[src/rtl/pc_seq_pkg.sv]
// Shared definitions for the femtoRV32 fetch-stage PC sequencer.
//   pc_state_t     : sequencer FSM states
//   redirect_src_t : which source supplied the next PC (sequential, branch, jalr, trap)
//   IALIGN_*       : instruction alignment in bytes with and without the compressed extension
package pc_seq_pkg;

  typedef enum logic [1:0] {
    BOOT    = 2'd0,
    FETCH   = 2'd1,
    HALT    = 2'd2,
    MISWAIT = 2'd3
  } pc_state_t;

  typedef enum logic [1:0] {
    SRC_SEQ    = 2'd0,
    SRC_BRANCH = 2'd1,
    SRC_JALR   = 2'd2,
    SRC_TRAP   = 2'd3
  } redirect_src_t;

  localparam int IALIGN_C   = 2;
  localparam int IALIGN_NOC = 4;

  function automatic int ialign(input bit c_ext);
    return c_ext ? IALIGN_C : IALIGN_NOC;
  endfunction

endpackage

[src/rtl/pc_target_sel.sv]
// Combinational next-PC selection for the PC sequencer.
// Priority: trap > jalr > branch > sequential.
// Ports:
//   pc           current fetch address
//   inst_len_16  instruction at pc is 16-bit (only matters when C_EXT=1)
//   br_taken/br_offset, jalr_valid/jalr_target, trap_valid/trap_vector : redirect sources
//   src          winning source (redirect_src_t encoding)
//   target       winning target address, or pc + step when no redirect is active
//   misaligned   a branch/jalr target violates instruction alignment
module pc_target_sel
  import pc_seq_pkg::*;
#(
  parameter int XLEN  = 32,
  parameter bit C_EXT = 1'b0
) (
  input  logic [XLEN-1:0] pc,
  input  logic            inst_len_16,
  input  logic            br_taken,
  input  logic [XLEN-1:0] br_offset,
  input  logic            jalr_valid,
  input  logic [XLEN-1:0] jalr_target,
  input  logic            trap_valid,
  input  logic [XLEN-1:0] trap_vector,
  output logic [1:0]      src,
  output logic [XLEN-1:0] target,
  output logic            misaligned
);

  localparam logic [XLEN-1:0] ALIGN_MASK = XLEN'(ialign(C_EXT) - 1);

  logic [XLEN-1:0] step;

  // All additions wrap modulo 2^XLEN. Trap vectors are word-aligned by masking,
  // jalr targets lose bit0, so only branch/jalr can produce a misaligned target.
  always_comb begin
    step   = (C_EXT && inst_len_16) ? XLEN'(2) : XLEN'(4);
    src    = SRC_SEQ;
    target = pc + step;
    if (trap_valid) begin
      src    = SRC_TRAP;
      target = trap_vector & ~XLEN'(3);
    end else if (jalr_valid) begin
      src    = SRC_JALR;
      target = jalr_target & ~XLEN'(1);
    end else if (br_taken) begin
      src    = SRC_BRANCH;
      target = pc + br_offset;
    end
    misaligned = ((src == SRC_BRANCH) || (src == SRC_JALR)) && ((target & ALIGN_MASK) != '0);
  end

endmodule

[src/rtl/pc_sequencer.sv]
// Program-counter sequencer for the femtoRV32 fetch stage.
// Presents pc_out to instruction memory with a valid/ready handshake, selects the
// next PC by priority, supports stall/halt, holds redirects that arrive under
// back-pressure, and traps misaligned branch/jalr targets into MISWAIT.
// Ports:
//   clk, rst       clock and synchronous active-high reset
//   pc_en          global stall when 0 (redirects are still captured)
//   fetch_ready    imem accepts the request this cycle
//   fetch_valid    pc_out is a live fetch request
//   pc_out         current fetch address
//   inst_len_16    current instruction is 16-bit (C_EXT=1 only)
//   br_*, jalr_*, trap_*  redirect sources
//   halt_req       enter HALT after the current request is accepted
//   resume         leave HALT at the held pc_out
//   misalign_err   one-cycle pulse on a misaligned branch/jalr target
//   redirect_pend  a captured redirect is waiting to be applied
module pc_sequencer
  import pc_seq_pkg::*;
#(
  parameter int              XLEN         = 32,
  parameter logic [XLEN-1:0] RESET_VECTOR = '0,
  parameter bit              C_EXT        = 1'b0
) (
  input  logic            clk,
  input  logic            rst,
  input  logic            pc_en,
  input  logic            fetch_ready,
  output logic            fetch_valid,
  output logic [XLEN-1:0] pc_out,
  input  logic            inst_len_16,
  input  logic            br_taken,
  input  logic [XLEN-1:0] br_offset,
  input  logic            jalr_valid,
  input  logic [XLEN-1:0] jalr_target,
  input  logic            trap_valid,
  input  logic [XLEN-1:0] trap_vector,
  input  logic            halt_req,
  input  logic            resume,
  output logic            misalign_err,
  output logic            redirect_pend
);

  pc_state_t       state_q, state_d;
  logic [XLEN-1:0] pc_q, pc_d;
  logic [XLEN-1:0] pend_tgt_q, pend_tgt_d;
  logic            pend_q, pend_d;
  logic            pend_trap_q, pend_trap_d;
  logic            pend_mis_q, pend_mis_d;
  logic            mis_q, mis_d;

  logic [1:0]      sel_src;
  logic [XLEN-1:0] sel_tgt;
  logic            sel_mis;
  logic            accept;
  logic            event_active;
  logic            use_pend;
  logic [XLEN-1:0] apply_tgt;
  logic            apply_mis;

  pc_target_sel #(
    .XLEN  (XLEN),
    .C_EXT (C_EXT)
  ) u_sel (
    .pc          (pc_q),
    .inst_len_16 (inst_len_16),
    .br_taken    (br_taken),
    .br_offset   (br_offset),
    .jalr_valid  (jalr_valid),
    .jalr_target (jalr_target),
    .trap_valid  (trap_valid),
    .trap_vector (trap_vector),
    .src         (sel_src),
    .target      (sel_tgt),
    .misaligned  (sel_mis)
  );

  always_ff @(posedge clk) begin
    if (rst) begin
      state_q     <= BOOT;
      pc_q        <= RESET_VECTOR;
      pend_q      <= 1'b0;
      pend_tgt_q  <= '0;
      pend_trap_q <= 1'b0;
      pend_mis_q  <= 1'b0;
      mis_q       <= 1'b0;
    end else begin
      state_q     <= state_d;
      pc_q        <= pc_d;
      pend_q      <= pend_d;
      pend_tgt_q  <= pend_tgt_d;
      pend_trap_q <= pend_trap_d;
      pend_mis_q  <= pend_mis_d;
      mis_q       <= mis_d;
    end
  end

  // A pending redirect is applied on accept unless a trap arrives in that same
  // cycle; traps always win. The misalignment flag travels with a captured
  // target so the fault is raised when that target would actually become pc.
  always_comb begin
    state_d      = state_q;
    pc_d         = pc_q;
    pend_d       = pend_q;
    pend_tgt_d   = pend_tgt_q;
    pend_trap_d  = pend_trap_q;
    pend_mis_d   = pend_mis_q;
    mis_d        = 1'b0;
    accept       = (state_q == FETCH) && fetch_ready && pc_en;
    event_active = (sel_src != SRC_SEQ);
    use_pend     = pend_q && !trap_valid;
    apply_tgt    = use_pend ? pend_tgt_q : sel_tgt;
    apply_mis    = use_pend ? pend_mis_q : sel_mis;

    case (state_q)
      BOOT: begin
        if (pc_en) state_d = FETCH;
      end
      FETCH: begin
        if (accept) begin
          pend_d = 1'b0;
          if (apply_mis) begin
            mis_d   = 1'b1;
            state_d = MISWAIT;
          end else begin
            pc_d = apply_tgt;
            if (halt_req) state_d = HALT;
          end
        end else if (event_active && (!pend_q || ((sel_src == SRC_TRAP) && !pend_trap_q))) begin
          pend_d      = 1'b1;
          pend_tgt_d  = sel_tgt;
          pend_trap_d = (sel_src == SRC_TRAP);
          pend_mis_d  = sel_mis;
        end
      end
      HALT: begin
        if (pc_en) begin
          if (trap_valid) begin
            pc_d    = sel_tgt;
            state_d = FETCH;
          end else if (resume) begin
            state_d = FETCH;
          end
        end
      end
      MISWAIT: begin
        if (pc_en && trap_valid) begin
          pc_d    = sel_tgt;
          state_d = FETCH;
        end
      end
      default: state_d = BOOT;
    endcase
  end

  always_comb begin
    fetch_valid = (state_q == FETCH);
  end

  assign pc_out        = pc_q;
  assign misalign_err  = mis_q;
  assign redirect_pend = pend_q;

endmodule

[config.mk]
export PLATFORM = sky130hd
export DESIGN_NAME = pc_sequencer
export DESIGN_NICKNAME = d
export VERILOG_FILES = /design/src/rtl/pc_seq_pkg.sv /design/src/rtl/pc_target_sel.sv /design/src/rtl/pc_sequencer.sv
export SDC_FILE = /design/constraint.sdc
export NUM_CORES = 1
export LEC_CHECK = 0
export BUFFER_PORTS_ARGS = -buffer_cell sky130_fd_sc_hd__buf_2
export CAP_MARGIN = 15
export CORE_MARGIN = 2
export CORE_UTILIZATION = 43
export CTS_CLUSTER_SIZE = 14
export DETAILED_ROUTE_END_ITERATION = 8
export PLACE_DENSITY_LB_ADDON = 0.05
export SKIP_LAST_GASP = 1
export SYNTH_ARGS = -nofsm -noshare
export SYNTH_HDL_FRONTEND = slang
export SYNTH_HIERARCHICAL = 1
export SYNTH_SLANG_ARGS = --single-unit
[constraint.sdc]
create_clock -name clk -period 3.7 [get_ports clk]
set_input_delay 0.555 -clock clk [delete_from_list [all_inputs] [get_ports clk]]
set_output_delay 0.555 -clock clk [all_outputs]
set_load 0.01 [all_outputs]
==> run metrics, run 1 <==
top_reg_cell synth=dfxtp_1; CTS Buf Count=9; Ports=about 140; Fmax=0.2899 GHz; Worst setup endpoint=pc_out[24]; P_int=1.668 mW; setup ws final=~0.25 ns; worst hold slack=0.4535 ns; Post-Syn Area=0.006132 mm^2; Pwr Density=325.0 mW/mm^2; Max FO, Critical Path=4; All-Layer GR Usage=roughly 28%; crit path launch=pc_out[0]; CTS tree=done; Reg2Reg Launch Point=pc_out[0]; clock slew at reported path FFs=approximately 0.060 ns; share of cells above drive strength 1=between 20% and 30%; worst r2r path cells=16; flops & latches, synth=70; final hold viol count=0; hold buffers post-CTS=0; reg-to-reg slack, setup=0.25 ns; Die Y=about 120 um; die width=123.4 um; CTS max path bufs=2; Tightest Pin Transition=roughly 0.9 ns; CP required=roughly 4.0 ns; Seq/Total Area, Yosys=22.85%; Routed Antenna Nets=0; core area=~0.014 mm^2; Buffers on Ports=136; post-DP HPWL=15.62 mm; clock share of power=slightly below 40%; WL/cell=around 19 um; post-synthesis area per instance=between 7 and 8 um^2; Worst setup EP type=flop; Tmin final=3.449 ns; Iter 0 DRT Violations=roughly 550; Final setup viols=0; via/cell ratio=a little under 6; outcome=finished clean; die area=0.01523 mm^2; period utilization=93.22%; async set or reset register ratio after synthesis=0%; yosys warns=6; Final Cell Area=0.007453 mm^2; MaxCap Viol Count=0; Crit path arrival time=3.70 ns; CTS Sinks=70; clk_lat worst skew=0.34 ns; Synthesized Nets=972; via count=6803; worst clock skew=roughly 0.007 ns; drt pass-1 iters=5; EDFF count, synth=0; Final Core Density=53.70%; placed instance area=0.007086 mm^2; Hold WC Path Type=reg -> reg; Pins Over Slew Limit=0; Switching Power=0.7539 mW; switch share=31.13%; filler cell count=1385; Max VDD drop=just over 0.2 mV; reg-to-reg endpoint=pc_out[24]; vias in the first global route=6328; dpl ws=-0.09447 ns; first-pass GRT wire length=33.13 mm; worst relative slew slack=around two fifths; Cells after Synth=roughly 830; initial antenna violation count=0; RSZ-0062 raised after global routing=no; Placer Congestion=0.9441; footprint of the multi-input gates=roughly 0.0043 mm^2; Distinct cells, synth=between 70 and 80; total wire length=~22 mm; startpoint types=flop; largest net degree at the start of global routing=65; area grow syn2layout=21.55%; Overflow after GRT=0; # diodes=0; root buffer selected by CTS=clkbuf_16; Nets=1108; combinational share of power=26.7%; Crit Path Class=reg -> reg; Reg area=roughly 0.0014 mm^2; part of the power in registers=34.1%; Leak=3.252 nW; # rows=43; DR DRC count=0; starting density of the core=roughly 44%; H-tree Lvls=3; Tot Pwr=2.422 mW
==> power by group through the flow <==
stage / registers [mW] / clock network (mW) / logic, mW
6_report: 0.827 / 0.950 / 0.646
5_1_grt: 0.831 / 0.997 / 0.709
4_1_cts: 0.826 / 0.971 / 0.634
3_5_place_dp: 0.843 / 0 / 0.629
3_3_place_gp: 0.841 / 0 / 0.620
2_1_floorplan: 0.847 / 0 / 0.405
==> cell usage in the layout (no fill, tap or decap), types with 7 or more instances in the layout <==
master     count
buf_2        136
nand2_1      121
a21oi_1      104
dfxtp_1       69
inv_1         50
buf_4         43
o21ai_0       43
nor2_1        39
a221oi_1      35
a311oi_1      32
ha_1          32
nor2b_1       31
xnor2_1       25
xor2_1        25
nand3_1       17
a21o_1        15
nor3_1        11
nand4_1       10
clkbuf_16      9
a211oi_1       9
and3_1         8
a22oi_1        7
o21a_1         7
==> area by class of cell <==
| type | count | area share (%) |
|---|---|---|
| clock buffer | 12 | 3.307 |
| clock inverter | 4 | 0.9401 |
| inverter | 50 | 2.518 |
| multi-input combinational | 657 | 57.39 |
| sequential | 70 | 18.82 |
| tap | 180 | 3.022 |
| timing repair buffer | 181 | 14.00 |
==> flip-flops by register name (all words and copies together), names as in the netlist <==
| signal | count |
|---|---|
| pc_out | 32 |
| misalign_err | 1 |
| pend_mis_q | 1 |
| redirect_pend | 1 |
| pend_trap_q | 1 |
| state_q | 2 |
| pend_tgt_q | 32 |
==> cell usage after synthesis, types with 18 or more instances <==
cell	number	area share (%)
clkbuf_1	27	1.7
xnor2_1	25	3.6
nand3_1	18	1.5
inv_1	50	3.1
a221oi_1	35	5.0
xor2_1	25	3.6
o21ai_0	44	3.6
ha_1	32	6.5
nor2b_1	31	3.2
a21oi_1	104	8.5
dfxtp_1	70	23
nand2_1	121	7.4
nor2_1	40	2.4
a311oi_1	32	4.6
==> kinds of logic after synthesis <==
group / synth area share, %
compound gates: 33.59
xor+xnor: 7.141
fa+ha+maj: 6.856
buf+inv: 8.141
flops: 22.85
mux: 0.4897
simple gates: 20.93
==> worst min-delay path by stage <==
stage	slack, ns	to	cells after the start	from
floorplan	0.44	pend_tgt_q[0]	2	pend_tgt_q[0]
global placement	0.44	pend_tgt_q[1]	2	pend_tgt_q[1]
detailed placement	0.45	pend_tgt_q[16]	2	pend_tgt_q[16]
CTS	0.45	pend_tgt_q[16]	2	pend_tgt_q[16]
global route	0.47	pend_tgt_q[19]	2	pend_tgt_q[19]
finish	0.45	pend_tgt_q[19]	2	pend_tgt_q[19]
==> metal layers <==
metal	track usage, %	share of wire [%]
met1	38.81	45
met2	46.02	46
met3	3.921	6.9
met4	8.452	1.6
met5	0	0
==> metrics by stage <==
step	setup TNS, ns	std cells
final	0	1154
after global routing	0	1154
after CTS	0	1152
after detailed placement	-0.3277	1136
after global placement	-0.01805	1136
after floorplan	0	833
==> critical path: stages (launching register included) <==
cell and delay, ns:
dfxtp_2 0.35, ha_1 0.16, inv_1 0.06, fa_1 0.42, nor2b_1 0.15, o21a_2 0.18, o211ai_4 0.13, a211o_2 0.34
a21oi_1 0.14, o21a_1 0.18, o21a_1 0.18, a41oi_1 0.15, xor2_1 0.17, o22ai_1 0.27, and2b_1 0.18, a221oi_1 0.05
a311oi_1 0.24
==> timing repair <==
item | 4_1_cts | 5_1_grt
resized for setup | 0 | 8
setup buffers | 0 | 2
setup endpoints to repair | 0 | 5
Power figures use the tool's default switching activity.
==> run 2: changes to the inputs <==
--- a/config.mk
+++ b/config.mk
@@ -11,6 +11,7 @@
 export CORE_UTILIZATION = 43
 export CTS_CLUSTER_SIZE = 14
 export DETAILED_ROUTE_END_ITERATION = 8
+export MAX_ROUTING_LAYER = met4
 export PLACE_DENSITY_LB_ADDON = 0.05
 export SKIP_LAST_GASP = 1
 export SYNTH_ARGS = -nofsm -noshare
==> run metrics, run 2 (same netlist as run 1, synthesis figures left out) <==
outcome=finished clean (unchanged); CTS max path bufs=2 (unchanged); period utilization=96.18% (was 93.22%); Tmin final=3.559 ns (was 3.449 ns); CTS Sinks=70 (unchanged); Fmax=0.2810 GHz (was 0.2899 GHz); first-pass GRT wire length=32.53 mm (was 33.13 mm); Tot Pwr=2.420 mW (was 2.422 mW); CP Depth=16 (unchanged); core area=0.01388 mm^2 (unchanged); Leak=3.247 nW (was 3.252 nW); WL/cell=18.60 um (was 18.65 um); placed insts=1138 (was 1136); total wire length=21.47 mm (was 21.53 mm); Hold Crit Endpoint=pend_tgt_q[19] (unchanged); CP required=3.95 ns (about the same); crit-path max cell delay=0.40 ns (was 0.42 ns); clk_lat worst skew=0.34 ns (about the same); Buffers on Ports=136 (unchanged); Nets=1108 (unchanged); reg-to-reg endpoint=pc_out[24] (unchanged); Overflow after GRT=0 (unchanged); Pins Over Slew Limit=0 (unchanged); most frequent cells in the layout=136 x buf_2, 121 x nand2_1, 104 x a21oi_1 (unchanged); CP cell instances=ha_1 > inv_1 > fa_1 > nor2b_1 > o21a_1 > o211ai_2 > a211o_2 > a21oi_1 > o21a_1 > o21a_1 > a41oi_1 > xor2_1 > o22ai_2 > and2b_1 > a221oi_1 > a311oi_1 (was ha_1 > inv_1 > fa_1 > nor2b_1 > o21a_2 > o211ai_4 > a211o_2 > a21oi_1 > o21a_1 > o21a_1 > a41oi_1 > xor2_1 > o22ai_1 > and2b_1 > a221oi_1 > a311oi_1); reg-to-reg slack, setup=0.14 ns (was 0.25 ns); share of cells above drive strength 1=22.18% (was 22.48%); Final setup viols=0 (unchanged); Die Y=123.4 um (unchanged); RSZ-0062 raised after global routing=yes (was no); Iter 0 DRT Violations=493 (was 548); worst path buffer plus inverter count=1 (unchanged); Placer Congestion=0.8958 (was 0.9441); initial antenna violation count=0 (unchanged); worst clock skew=0.006763 ns (was 0.007001 ns); Worst setup EP type=flop (unchanged); hold buffers post-CTS=0 (unchanged); MaxCap Viol Count=0 (unchanged); final hold viol count=0 (unchanged); largest net degree at the start of global routing=65 (unchanged); via/cell ratio=5.883 (was 5.895); worst hold start=pend_tgt_q[19] (unchanged); area grow syn2layout=21.06% (was 21.55%); # rows=43 (unchanged); starting density of the core=44.18% (unchanged); Post-Route Setup TNS=0 ns (unchanged); Max VDD drop=0.2850 mV (was 0.2068 mV); Routed Antenna Nets=0 (unchanged); Final Core Density=53.48% (was 53.70%); Tightest Pin Transition=0.6901 ns (was 0.9010 ns); Hold Path Cell Cnt=2 (unchanged); CTS tree=done (unchanged); H-tree Lvls=3 (unchanged); via count=6789 (was 6803); worst r2r path cells=16 (unchanged); clock slew at reported path FFs=0.06 ns (about the same); DR DRC count=0 (unchanged); Top cell by count, worst path=o21a_1 (unchanged); root buffer selected by CTS=clkbuf_16 (unchanged); final non-filler cell total=1154 (unchanged); die width=123.4 um (unchanged); vias in the first global route=6169 (was 6328); startpoint types=flop (unchanged); Crit path arrival time=3.80 ns (was 3.70 ns); crit path launch=pc_out[0] (unchanged); All-Layer GR Usage=28.70% (was 28.29%); Crit Path Class=reg -> reg (unchanged); Max FO, Critical Path=4 (unchanged); Top delay family on crit path=compound AO/OA/AOI/OAI gates (unchanged); Pwr Density=325.9 mW/mm^2 (was 325.0 mW/mm^2); most common cell after layout, fill and taps aside=buf_2 (unchanged); # diodes=0 (unchanged); Reg2Reg Launch Point=pc_out[0] (unchanged); drt pass-1 iters=5 (unchanged); CTS Buf Count=9 (unchanged); Ports=141 (unchanged); post-DP HPWL=15.86 mm (was 15.62 mm); die area=0.01523 mm^2 (unchanged); Hold WC Path Type=reg -> reg (unchanged); slowest stage cell, crit path=fa_1 (unchanged); worst relative slew slack=53.94% (was 39.93%)
[run 2: cell counts in the layout (fill, tap and decap cells not counted)]
Identical to the previous run, type by type.
[run 2: how the worst max path moves through the flow]
stage | end | slack, ns
finish | pc_out[24] | 0.14
global route | pc_out[24] | -0.006
CTS | pc_out[24] | 0.13
detailed placement | pc_out[24] | -0.09
global placement | pc_out[30] | -0.03
floorplan | pc_out[30] | 0.45
[run 2: through the flow]
stage | hold slack (ns) | cell area (um^2) | setup WS [ns]
finish | 0.4531 | 7423 | 0.1414
global route | 0.4695 | 7423 | -0.005552
CTS | 0.4545 | 7417 | 0.1336
detailed placement | 0.4465 | 7101 | -0.09051
global placement | 0.4413 | 7101 | -0.02939
floorplan | 0.4361 | 6132 | 0.4547
[run 2: routing by layer]
layer  part of all wire, %  wire, um  global-route usage (%)  up-vias
met5                     0         0                       -        -
met4                   2.0       428                   9.091        0
met3                   6.0      1278                   3.137       32
met2                    46      9862                   45.30      238
met1                    46      9898                   38.49     3199
li1                      -         -                       -     3320
[run 2: tightest hold or removal path: stages, from the launching register on]
cell and delay (ns):
dfxtp_1 0.31, nand2_1 0.05, a21oi_1 0.05
[run 2: layout make-up]
type	count	area, um^2
Timing Repair Buffer	181	1044
Fill cell	1417	6457
Tap cell	180	225.2
Clock buffer	12	246.5
Inverter	50	187.7
Multi-Input combinational cell	657	4249
Sequential cell	70	1401
Clock inverter	4	70.07
[run 2: timing repair]
item	in CTS	in global routing
buffers inserted	0	0
endpoints found under the setup margin	0	3
gates resized for setup	0	2
[run 2: power by group]
| group | leakage, nW | switching, mW | internal, mW | total [mW] |
|---|---|---|---|---|
| logic | 2.52 | 0.376 | 0.268 | 0.644 |
| clock network | 0.157 | 0.344 | 0.607 | 0.951 |
| registers | 0.569 | 0.0337 | 0.792 | 0.825 |
| total | 3.25 | 0.753 | 1.67 | 2.42 |
